**src/rtl/mpu_xfer_seq_pkg.sv**
```systemverilog
// Shared types and constants for the MPU transfer sequencer: FSM encoding,
// latched transfer header layout and default widths.
package mpu_xfer_seq_pkg;

  localparam int XFER_DATA_W    = 32;
  localparam int XFER_ADDR_W    = 16;
  localparam int XFER_LEN_W     = 16;
  localparam int MAX_OUTST_XFER = 4;

  typedef enum logic [2:0] {
    IDLE,
    HDR_LEN,
    HDR_STRIDE,
    HDR_BASE,
    ST_XFER,
    LD_XFER,
    DONE
  } fsm_xfer_t;

  typedef struct packed {
    logic [XFER_LEN_W-1:0]  len;
    logic [XFER_ADDR_W-1:0] stride;
    logic [XFER_ADDR_W-1:0] base;
  } xfer_hdr_t;

endpackage

```
**src/rtl/mpu_xfer_fifo.sv**
```systemverilog
// Small synchronous FIFO buffering store payload words ahead of memory writes.
// Flush empties it in one cycle; a push while full is accepted only alongside a pop.
module mpu_xfer_fifo #(
  parameter int WIDTH = 32,
  parameter int DEPTH = 4
) (
  input  logic             clock,
  input  logic             reset,
  input  logic             push,
  input  logic             pop,
  input  logic             flush,
  input  logic [WIDTH-1:0] wdata,
  output logic [WIDTH-1:0] rdata,
  output logic             full,
  output logic             empty
);
  localparam int AW = $clog2(DEPTH);
  localparam logic [AW:0] PTR_ONE = 1;

  logic [WIDTH-1:0] mem_q [DEPTH];
  logic [AW:0]      wptr_q, rptr_q;
  logic             do_push, do_pop;

  // Extra pointer bit distinguishes full from empty when the indices match.
  assign empty   = (wptr_q == rptr_q);
  assign full    = (wptr_q[AW] != rptr_q[AW]) && (wptr_q[AW-1:0] == rptr_q[AW-1:0]);
  assign do_pop  = pop && !empty;
  assign do_push = push && (!full || do_pop);
  assign rdata   = mem_q[rptr_q[AW-1:0]];

  always_ff @(posedge clock) begin
    if (!reset || flush) begin
      wptr_q <= '0;
      rptr_q <= '0;
    end else begin
      if (do_push) wptr_q <= wptr_q + PTR_ONE;
      if (do_pop)  rptr_q <= rptr_q + PTR_ONE;
    end
  end

  always_ff @(posedge clock) begin
    if (do_push) mem_q[wptr_q[AW-1:0]] <= wdata;
  end

endmodule

```
**src/rtl/mpu_xfer_seq.sv**
```systemverilog
// Transfer sequencer behind the MPU host interface: parses the 3-word header,
// issues strided memory writes/reads and returns load data plus End pulses.
module mpu_xfer_seq
  import mpu_xfer_seq_pkg::*;
#(
  parameter int WIDTH_DATA  = XFER_DATA_W,
  parameter int WIDTH_ADDR  = XFER_ADDR_W,
  parameter int WIDTH_LEN   = XFER_LEN_W,
  parameter int MAX_OUTST   = MAX_OUTST_XFER,
  parameter int DEPTH_SFIFO = 4
) (
  input  logic                  clock,
  input  logic                  reset,
  input  logic                  I_Start_St,
  input  logic                  I_Start_Ld,
  input  logic                  I_Abort,
  input  logic                  I_Req,
  input  logic [WIDTH_DATA-1:0] I_Data,
  output logic                  O_Req_Mem,
  output logic                  O_We_Mem,
  output logic [WIDTH_ADDR-1:0] O_Addr_Mem,
  output logic [WIDTH_DATA-1:0] O_WData_Mem,
  input  logic                  I_Rdy_Mem,
  input  logic                  I_RVld_Mem,
  input  logic [WIDTH_DATA-1:0] I_RData_Mem,
  output logic                  O_Req,
  output logic [WIDTH_DATA-1:0] O_Data,
  output logic                  O_End_St,
  output logic                  O_End_Ld,
  output logic                  O_Busy,
  output logic                  O_Err
);
  localparam int OW = 4;
  localparam logic [OW-1:0]        OUTST_MAX = OW'(MAX_OUTST);
  localparam logic [OW-1:0]        OUTST_ONE = 1;
  localparam logic [OW:0]          STALE_ONE = 1;
  localparam logic [WIDTH_LEN-1:0] LEN_ONE   = 1;

  fsm_xfer_t             state_q, state_d;
  xfer_hdr_t             hdr_q, hdr_d;
  logic                  dir_st_q, dir_st_d;
  logic [WIDTH_ADDR-1:0] off_q, off_d;
  logic [WIDTH_LEN-1:0]  issued_q, issued_d, done_q, done_d;
  logic [OW-1:0]         outst_q, outst_d;
  logic [OW:0]           stale_q, stale_d;
  logic                  err_q, err_d;

  logic in_st, in_ld, fifo_full, fifo_empty;
  logic push_req, push, pop, overflow, rd_issue, rd_acc, req_mem, mem_acc;
  logic rsp_stale, rsp_real, rsp_orphan, last_wr, last_rsp;
  logic [WIDTH_LEN:0]  done_inc;
  logic [WIDTH_DATA-1:0] fifo_head;

  assign in_st = (state_q == ST_XFER);
  assign in_ld = (state_q == LD_XFER);

  // In a store, issued_q counts words admitted into the FIFO; a dropped word
  // does not count, so the host must keep supplying words until len are written.
  assign push_req = in_st && I_Req && (issued_q < hdr_q.len);
  assign pop      = in_st && !fifo_empty && I_Rdy_Mem;
  assign push     = push_req && (!fifo_full || pop);
  assign overflow = push_req && fifo_full && !pop;
  assign rd_issue = in_ld && (issued_q < hdr_q.len) && (outst_q < OUTST_MAX);
  assign rd_acc   = rd_issue && I_Rdy_Mem;
  assign req_mem  = (in_st && !fifo_empty) || rd_issue;
  assign mem_acc  = req_mem && I_Rdy_Mem;

  // Responses owed to an aborted load drain through stale_q before any new read counts.
  assign rsp_stale  = I_RVld_Mem && (stale_q != '0);
  assign rsp_real   = I_RVld_Mem && (stale_q == '0) && (outst_q != '0);
  assign rsp_orphan = I_RVld_Mem && (stale_q == '0) && (outst_q == '0);
  assign done_inc   = {1'b0, done_q} + {1'b0, LEN_ONE};
  assign last_wr    = pop && (done_inc == {1'b0, hdr_q.len});
  assign last_rsp   = in_ld && rsp_real && (done_inc == {1'b0, hdr_q.len});

  mpu_xfer_fifo #(
    .WIDTH (WIDTH_DATA),
    .DEPTH (DEPTH_SFIFO)
  ) u_sfifo (
    .clock (clock),
    .reset (reset),
    .push  (push),
    .pop   (pop),
    .flush (I_Abort),
    .wdata (I_Data),
    .rdata (fifo_head),
    .full  (fifo_full),
    .empty (fifo_empty)
  );

  assign O_Req_Mem   = req_mem;
  assign O_We_Mem    = in_st && !fifo_empty;
  assign O_Addr_Mem  = req_mem ? (hdr_q.base + off_q) : '0;
  assign O_WData_Mem = O_We_Mem ? fifo_head : '0;
  assign O_Req       = in_ld && rsp_real;
  assign O_Data      = O_Req ? I_RData_Mem : '0;
  assign O_End_St    = (state_q == DONE) && dir_st_q && !I_Abort;
  assign O_End_Ld    = (state_q == DONE) && !dir_st_q && !I_Abort;
  assign O_Busy      = (state_q != IDLE);
  assign O_Err       = err_q;

  always_comb begin
    state_d  = state_q;
    hdr_d    = hdr_q;
    dir_st_d = dir_st_q;
    off_d    = off_q;
    issued_d = issued_q;
    done_d   = done_q;
    outst_d  = outst_q;
    stale_d  = stale_q;
    err_d    = err_q;

    if (mem_acc)          off_d    = off_q + hdr_q.stride;
    if (push || rd_acc)   issued_d = issued_q + LEN_ONE;
    if (pop || rsp_real)  done_d   = done_q + LEN_ONE;
    if (rd_acc)           outst_d  = outst_d + OUTST_ONE;
    if (rsp_real)         outst_d  = outst_d - OUTST_ONE;
    if (rsp_stale)        stale_d  = stale_q - STALE_ONE;
    if (overflow || rsp_orphan) err_d = 1'b1;

    case (state_q)
      IDLE: begin
        if (I_Start_St || I_Start_Ld) begin
          state_d  = HDR_LEN;
          dir_st_d = I_Start_St;
          err_d    = 1'b0;
          issued_d = '0;
          done_d   = '0;
          off_d    = '0;
        end
      end
      HDR_LEN: begin
        if (I_Req) begin
          hdr_d.len = I_Data[WIDTH_LEN-1:0];
          state_d   = HDR_STRIDE;
        end
      end
      HDR_STRIDE: begin
        if (I_Req) begin
          hdr_d.stride = I_Data[WIDTH_ADDR-1:0];
          state_d      = HDR_BASE;
        end
      end
      HDR_BASE: begin
        if (I_Req) begin
          hdr_d.base = I_Data[WIDTH_ADDR-1:0];
          if (hdr_q.len == '0) state_d = DONE;
          else if (dir_st_q)   state_d = ST_XFER;
          else                 state_d = LD_XFER;
        end
      end
      ST_XFER: if (last_wr)  state_d = DONE;
      LD_XFER: if (last_rsp) state_d = DONE;
      DONE:    state_d = IDLE;
      default: state_d = IDLE;
    endcase

    if (I_Abort) begin
      state_d = IDLE;
      stale_d = stale_d + {1'b0, outst_d};
      outst_d = '0;
    end
  end

  always_ff @(posedge clock) begin
    if (!reset) begin
      state_q  <= IDLE;
      dir_st_q <= 1'b0;
      issued_q <= '0;
      done_q   <= '0;
      outst_q  <= '0;
      stale_q  <= '0;
      err_q    <= 1'b0;
    end else begin
      state_q  <= state_d;
      dir_st_q <= dir_st_d;
      issued_q <= issued_d;
      done_q   <= done_d;
      outst_q  <= outst_d;
      stale_q  <= stale_d;
      err_q    <= err_d;
    end
  end

  always_ff @(posedge clock) begin
    hdr_q <= hdr_d;
    off_q <= off_d;
  end

endmodule

```
**config.mk**
```make
export PLATFORM = sky130hd
export DESIGN_NAME = mpu_xfer_seq
export DESIGN_NICKNAME = d
export VERILOG_FILES = /design/src/rtl/mpu_xfer_seq_pkg.sv /design/src/rtl/mpu_xfer_fifo.sv /design/src/rtl/mpu_xfer_seq.sv
export SDC_FILE = /design/constraint.sdc
export NUM_CORES = 1
export LEC_CHECK = 0
export ABC_AREA = 1
export ABC_CLOCK_PERIOD_IN_PS = 9100
export CORE_MARGIN = 2
export CORE_UTILIZATION = 57
export DETAILED_ROUTE_END_ITERATION = 16
export PLACE_DENSITY_LB_ADDON = 0.25
export SLEW_MARGIN = 5
export SYNTH_ARGS = -nofsm -noshare
export SYNTH_HDL_FRONTEND = slang
export SYNTH_SLANG_ARGS = --single-unit
```
**constraint.sdc**
```tcl
create_clock -name clock -period 9.1 [get_ports clock]
set_clock_uncertainty 0.1 [all_clocks]
set_input_delay 2.73 -clock clock [delete_from_list [all_inputs] [get_ports clock]]
set_output_delay 2.73 -clock clock [all_outputs]
set_load 0.005 [all_outputs]
```
==> results of run 1 <==
[layout make-up]
cell class                      instances  area share [%]
Sequential cell                       246            44.5
Inverter                              160            4.00
Timing Repair Buffer                  164            10.8
Clock inverter                         10           0.566
Tap cell                              275            2.29
Clock buffer                           35            4.55
Multi-Input combinational cell        929            33.2
[layout by cell type, fill, tap and decap left out, types with 4 or more instances in the layout]
master / instances
inv_2: 4
nand2_2: 7
clkbuf_1: 8
dfxtp_1: 69
edfxtp_1: 176
a21oi_1: 115
o21ai_0: 132
a211oi_1: 4
nor2_1: 255
nor2_4: 8
nor3_1: 12
nand4_1: 15
nor2_2: 7
xnor2_1: 16
a21o_1: 4
clkinv_1: 9
nand3_1: 43
clkdlybuf4s50_1: 158
clkbuf_16: 25
xor2_1: 17
inv_1: 153
a31oi_1: 8
nor4_1: 9
nand2_1: 174
ha_1: 60
o21ai_1: 8
buf_4: 6
nand3_2: 4
[state kept, by name, summed over array words and instances, names as in the netlist, named ones only]
signal / flops
u_sfifo.mem_q: 128
hdr_q: 48
done_q: 16
issued_q: 16
off_q: 16
stale_q: 5
outst_q: 4
state_q: 3
u_sfifo.rptr_q: 3
u_sfifo.wptr_q: 3
O_Err: 1
dir_st_q: 1
[critical path: stages]
cell and delay (ns):
clkdlybuf4s50_1 0.51, inv_1 0.06, nor3_1 0.32, inv_1 0.17, nor2_1 0.18, inv_1 0.38, nor2_1 0.23, clkdlybuf4s50_1 0.53
[layer usage]
metal  wire [um]  share of wire, %
met5           0                 0
met2       14600                49
met3        2070               7.0
met4         987               3.3
met1       12100                41
[power by group]
| part | internal (mW) | switching, mW | leakage, nW |
|---|---|---|---|
| combinational | 0.0751 | 0.118 | 3.41 |
| sequential | 1.22 | 0.0134 | 2.15 |
| clock | 0.552 | 0.417 | 0.369 |
| total | 1.85 | 0.548 | 5.93 |
[cell families after synthesis]
logic type	synth area share (%)
XOR/XNOR	2.51
adder cells (fa/ha/maj)	6.53
buffers and inverters	6.14
flip-flops	53.9
AO/OA/AOI/OAI	12.1
AND/OR/NAND/NOR	18.8
[worst min path at each step]
stage | startpoint | endpoint | slack, ns
after global routing | u_sfifo.rptr_q[2] | u_sfifo.rptr_q[2] | 0.42
after global placement | u_sfifo.rptr_q[2] | u_sfifo.rptr_q[2] | 0.37
after CTS | u_sfifo.rptr_q[2] | u_sfifo.rptr_q[2] | 0.38
after detailed placement | u_sfifo.rptr_q[2] | u_sfifo.rptr_q[2] | 0.37
final | u_sfifo.rptr_q[2] | u_sfifo.rptr_q[2] | 0.38
after floorplan | issued_q[0] | issued_q[0] | 0.35
==> results by group, run 1 <==
STA
  – Setup TNS: 0 ns
  – Final setup viols: 0
  – Final Hold Fails: 0
  – Slew margin rel.: 24.6%
  – Fmax: 126 MHz
  – Final min period: 7.93 ns
  – Min Hold Slack: 0.381 ns
  – Worst-margin pin slew: 1.13 ns
  – Final worst slack: 1.17 ns
  – Final Max Slew Viols: 0
  – Unrepaired setup endpoints after global routing: false
  – Period utilization: 87.2%

Layout
  – Ratio of cells with drive above 1 in the final layout: 5.05%
  – Area occupied by multi-input gates: 4990 um^2
  – # fillers: 1585
  – Fin nets: 1661
  – Final antenna diode count: 0
  – Fin cells: 1819
  – Final instance area: 15000 um^2
  – P&R area growth vs syn: 21.0%
  – Finished Core Util: 70.8%
  – Register Area: 6690 um^2

GRT
  – Global Route met1 Usage: 32.2%
  – GRT Total Usage: 25.4%
  – First-pass GRT wire length: 46.0 mm
  – Met2 Track Usage GR: 44.8%
  – Pin count of the biggest net entering global routing: 66
  – Via count of the first global-routing pass: 9482
  – GR Util met3: 4.13%
  – Initial antenna violation count: 0
  – Gr busiest metal: met2
  – Gr ovfl total: 0

Place
  – Dpl ws: 1.22 ns
  – IO Port Bufs: 158
  – Final Wtd Congestion: 0.910
  – Final HPWL DP: 20.2 mm
  – DP Cell Count: 1774
  – Post-DP Area: 14300 um^2

Detailed routing
  – Drt via density: 5.53
  – Final antenna-violating net count: 0
  – Post-Route WL: 29.7 mm
  – DR vias: 10100
  – DR iter-0 viols: 796
  – Routed len/inst: 16.4 um
  – Pre-antenna DRT Iters: 5
  – DRC Markers: 0

Logic synthesis
  – Synth top cells by count: nor2_1 (259), edfxtp_1 (176), nand2_1 (174), inv_1 (153), o21ai_0 (132)
  – Post-synth EDFFs: 176
  – Biggest area consumer among synthesized cells: edfxtp_1
  – Dominant synthesized flop cell: edfxtp_1
  – Post-synth ARST share: 0%
  – Synthesized net count: 1508
  – Leading cell type by number of instances after synthesis: nor2_1
  – Post-synthesis area per instance: 9.04 um^2
  – Top cell type's share of synthesized area: 42.6%
  – Leading post-synthesis cells by cell area: edfxtp_1 (43%), dfxtp_1 (11%), nor2_1 (7.8%)
  – Seq/Total Area, Yosys: 53.9%
  – Cells after Synth: 1373
  – Synth Cell Area: 12400 um^2
  – Unique masters post-synth: 52
  – Synth Warn #: 0
  – Synth Register Bits: 246

Setup path
  – Crit Path Class: input port to primary output
  – FF-to-FF setup slack: 5.26 ns
  – Critical path required time: 6.27 ns
  – CP arrival: 5.10 ns
  – RR Endpoint: stale_q[4]
  – Startpoint types: input port
  – Crit Path Max Fanout: 32
  – FF-to-FF Start: hdr_q[47]
  – CP endpoint: O_Data[18]
  – Setup crit end kind: primary output
  – Worst r2r path cells: 19
  – Critical path origin: I_RVld_Mem

Die
  – Die height: 152 um
  – Die width: 152 um
  – IO Pins: 159
  – Core area: 21200 um^2
  – Die ar.: 23000 um^2
  – Row cnt: 53
  – Starting Density: 58.5%

Clocking
  – Num CTS Buffers: 25
  – Resize count post-CTS: 0
  – Clock Root Buffer: clkbuf_16
  – CTS Hold Bufs: 0
  – CTS Sinks: 246
  – Clock transition at path regs: 0.07 ns
  – H-tree lvl count: 1
  – CTS tree: built
  – Bufs on Longest Clock Path: 3
  – Skew-Pair Late Insertion Delay: 0.54 ns
  – Post-CTS setup buffer count: 0

Worst hold path
  – Hold path depth: 2
  – HP Class: flop to flop

Power
  – Power Total: 2.40 mW
  – PwrDens: 160 nW/um^2
  – Pleak: 5.93 nW
  – Maximum VDD drop: 0.159 mV

Flow run
  – Max cap viols: 0

Run status
  – Status: finished, final reports clean
Note: power is estimated with default switching activity, not from simulation.
==> run 2: changes to the inputs <==
--- a/config.mk
+++ b/config.mk
@@ -8,7 +8,7 @@
 export ABC_AREA = 1
 export ABC_CLOCK_PERIOD_IN_PS = 9100
 export CORE_MARGIN = 2
-export CORE_UTILIZATION = 57
+export CORE_UTILIZATION = 50
 export DETAILED_ROUTE_END_ITERATION = 16
 export PLACE_DENSITY_LB_ADDON = 0.25
 export SLEW_MARGIN = 5
==> results by group, run 2 (synthesis results as in run 1) <==
Die
  – Core area: 24300 um^2
  – Die ar.: 26100 um^2
  – Row cnt: 57
  – Die height: 162 um
  – IO Pins: 159
  – Die width: 162 um
  – Starting Density: 51.0%

Power
  – Sw Share: 22.2%
  – Switch Pwr: 564 uW
  – Clock share of power: 43.8%
  – PwrDens: 166 nW/um^2
  – Maximum VDD drop: 0.170 mV
  – Power Internal: 1.97 mW
  – Seq pwr share: 48.7%
  – Pleak: 6.01 nW
  – Logic pwr share: 7.5%

Detailed routing
  – Pre-antenna DRT Iters: 6
  – Routed len/inst: 15.7 um
  – DRC Markers: 0
  – Post-Route WL: 29.4 mm
  – DR vias: 9898
  – DR iter-0 viols: 725
  – Drt via density: 5.28
  – Final antenna-violating net count: 0

GRT
  – GRT Total Usage: 22.2%
  – First-pass GRT wire length: 46.7 mm
  – Pin count of the biggest net entering global routing: 66
  – Gr ovfl total: 0
  – Initial antenna violation count: 0
  – Via count of the first global-routing pass: 9518

Clocking
  – Skew-Pair Late Insertion Delay: 0.55 ns
  – Clock Root Buffer: clkbuf_16
  – H-tree lvl count: 1
  – Resize count post-CTS: 0
  – CTS Sinks: 246
  – CTS Hold Bufs: 0
  – Bufs on Longest Clock Path: 3
  – Clock transition at path regs: 0.06 ns
  – CTS tree: built
  – Post-CTS setup buffer count: 0
  – Num CTS Buffers: 26

Layout
  – # fillers: 1951
  – P&R area growth vs syn: 22.8%
  – Fin nets: 1664
  – Fin cells: 1873
  – Final instance area: 15200 um^2
  – Finished Core Util: 62.7%
  – Area occupied by multi-input gates: 4990 um^2
  – Ratio of cells with drive above 1 in the final layout: 5.68%
  – Most frequent cells in the layout: nor2_1 (255), edfxtp_1 (176), nand2_1 (174), clkdlybuf4s50_1 (158), inv_1 (153)
  – Final antenna diode count: 0
  – Register Area: 6690 um^2
  – Max FFs per register: 128
  – Commonest non-fill, non-tap cell in the layout: nor2_1

STA
  – Final Max Slew Viols: 0
  – Worst-margin pin slew: 1.12 ns
  – Period utilization: 86.9%
  – Final Hold Fails: 0
  – Setup TNS: 0 ns
  – Fmax: 126 MHz
  – Unrepaired setup endpoints after global routing: false
  – Min Hold Slack: 0.383 ns
  – Final setup viols: 0
  – Final min period: 7.91 ns
  – Slew margin rel.: 25.1%

Setup path
  – Crit Path Class: input port to primary output
  – Setup crit end kind: primary output
  – Startpoint types: input port
  – Critical path required time: 6.27 ns
  – CP arrival: 5.08 ns
  – Crit Path Max Fanout: 32

Flow run
  – Max cap viols: 0

Run status
  – Status: finished, final reports clean

Place
  – Final HPWL DP: 20.1 mm
  – DP Cell Count: 1825
  – IO Port Bufs: 158
  – Final Wtd Congestion: 0.900
  – Post-DP Area: 14300 um^2

Worst hold path
  – HP Class: flop to flop
==> run 2: cell count changes in the layout (fill, tap and decap cells not counted) <==
cell        delta
clkinv_2       +2
inv_2          -1
clkbuf_1       -3
clkbuf_8       +2
inv_16         -1
clkinv_16      +1
buf_4          +2
clkinv_1       -2
clkinvlp_4     +1
bufinv_16      +3
clkbuf_16      +1
==> run 2: through the flow <==
stage	total power [mW]	setup slack (ns)
floorplan	1.36	2.53
global placement	1.44	1.32
detailed placement	1.45	1.22
CTS	2.55	1.21
global route	2.63	0.941
finish	2.53	1.19
==> run 2: critical path, cell delays in order <==
cell and delay (ns):
clkdlybuf4s50_1 0.50, inv_1 0.07, nor3_1 0.31, inv_1 0.17, nor2_1 0.16, inv_1 0.37
nor2_1 0.23, clkdlybuf4s50_1 0.52
==> run 2: area by class of cell <==
cell class | instances | area share, %
multi-input cells | 929 | 32.8
repair buffers | 166 | 10.8
clock inverters | 13 | 1.26
flip-flops and latches | 246 | 43.9
well taps | 324 | 2.66
clock buffers | 35 | 4.75
inverters | 160 | 3.94
==> run 2: routing by layer <==
| metal | global-route usage [%] | part of all wire (%) |
|---|---|---|
| met5 | 0 | 0 |
| met2 | 37.5 | 48 |
| met4 | 7.51 | 3.0 |
| met1 | 29.3 | 44 |
| met3 | 3.62 | 5.6 |
==> run 2: power groups by stage <==
stage | clock (mW) | combinational [mW] | sequential, mW
after floorplan | 0 | 0.108 | 1.25
after global placement | 0 | 0.184 | 1.26
after detailed placement | 0 | 0.189 | 1.26
after CTS | 1.13 | 0.190 | 1.23
after global routing | 1.18 | 0.214 | 1.24
final | 1.11 | 0.191 | 1.23
==> run 2: final timing paths <==
check | slack [ns] | to | startpoint | depth (start not counted)
worst max-delay path | 1.19 | O_Data[25] | I_RVld_Mem | 8
worst min-delay path | 0.38 | u_sfifo.rptr_q[2] | u_sfifo.rptr_q[2] | 2
worst max register to register | 5.38 | stale_q[4] | hdr_q[47] | 19
worst min register to register | 0.38 | u_sfifo.rptr_q[2] | u_sfifo.rptr_q[2] | 2
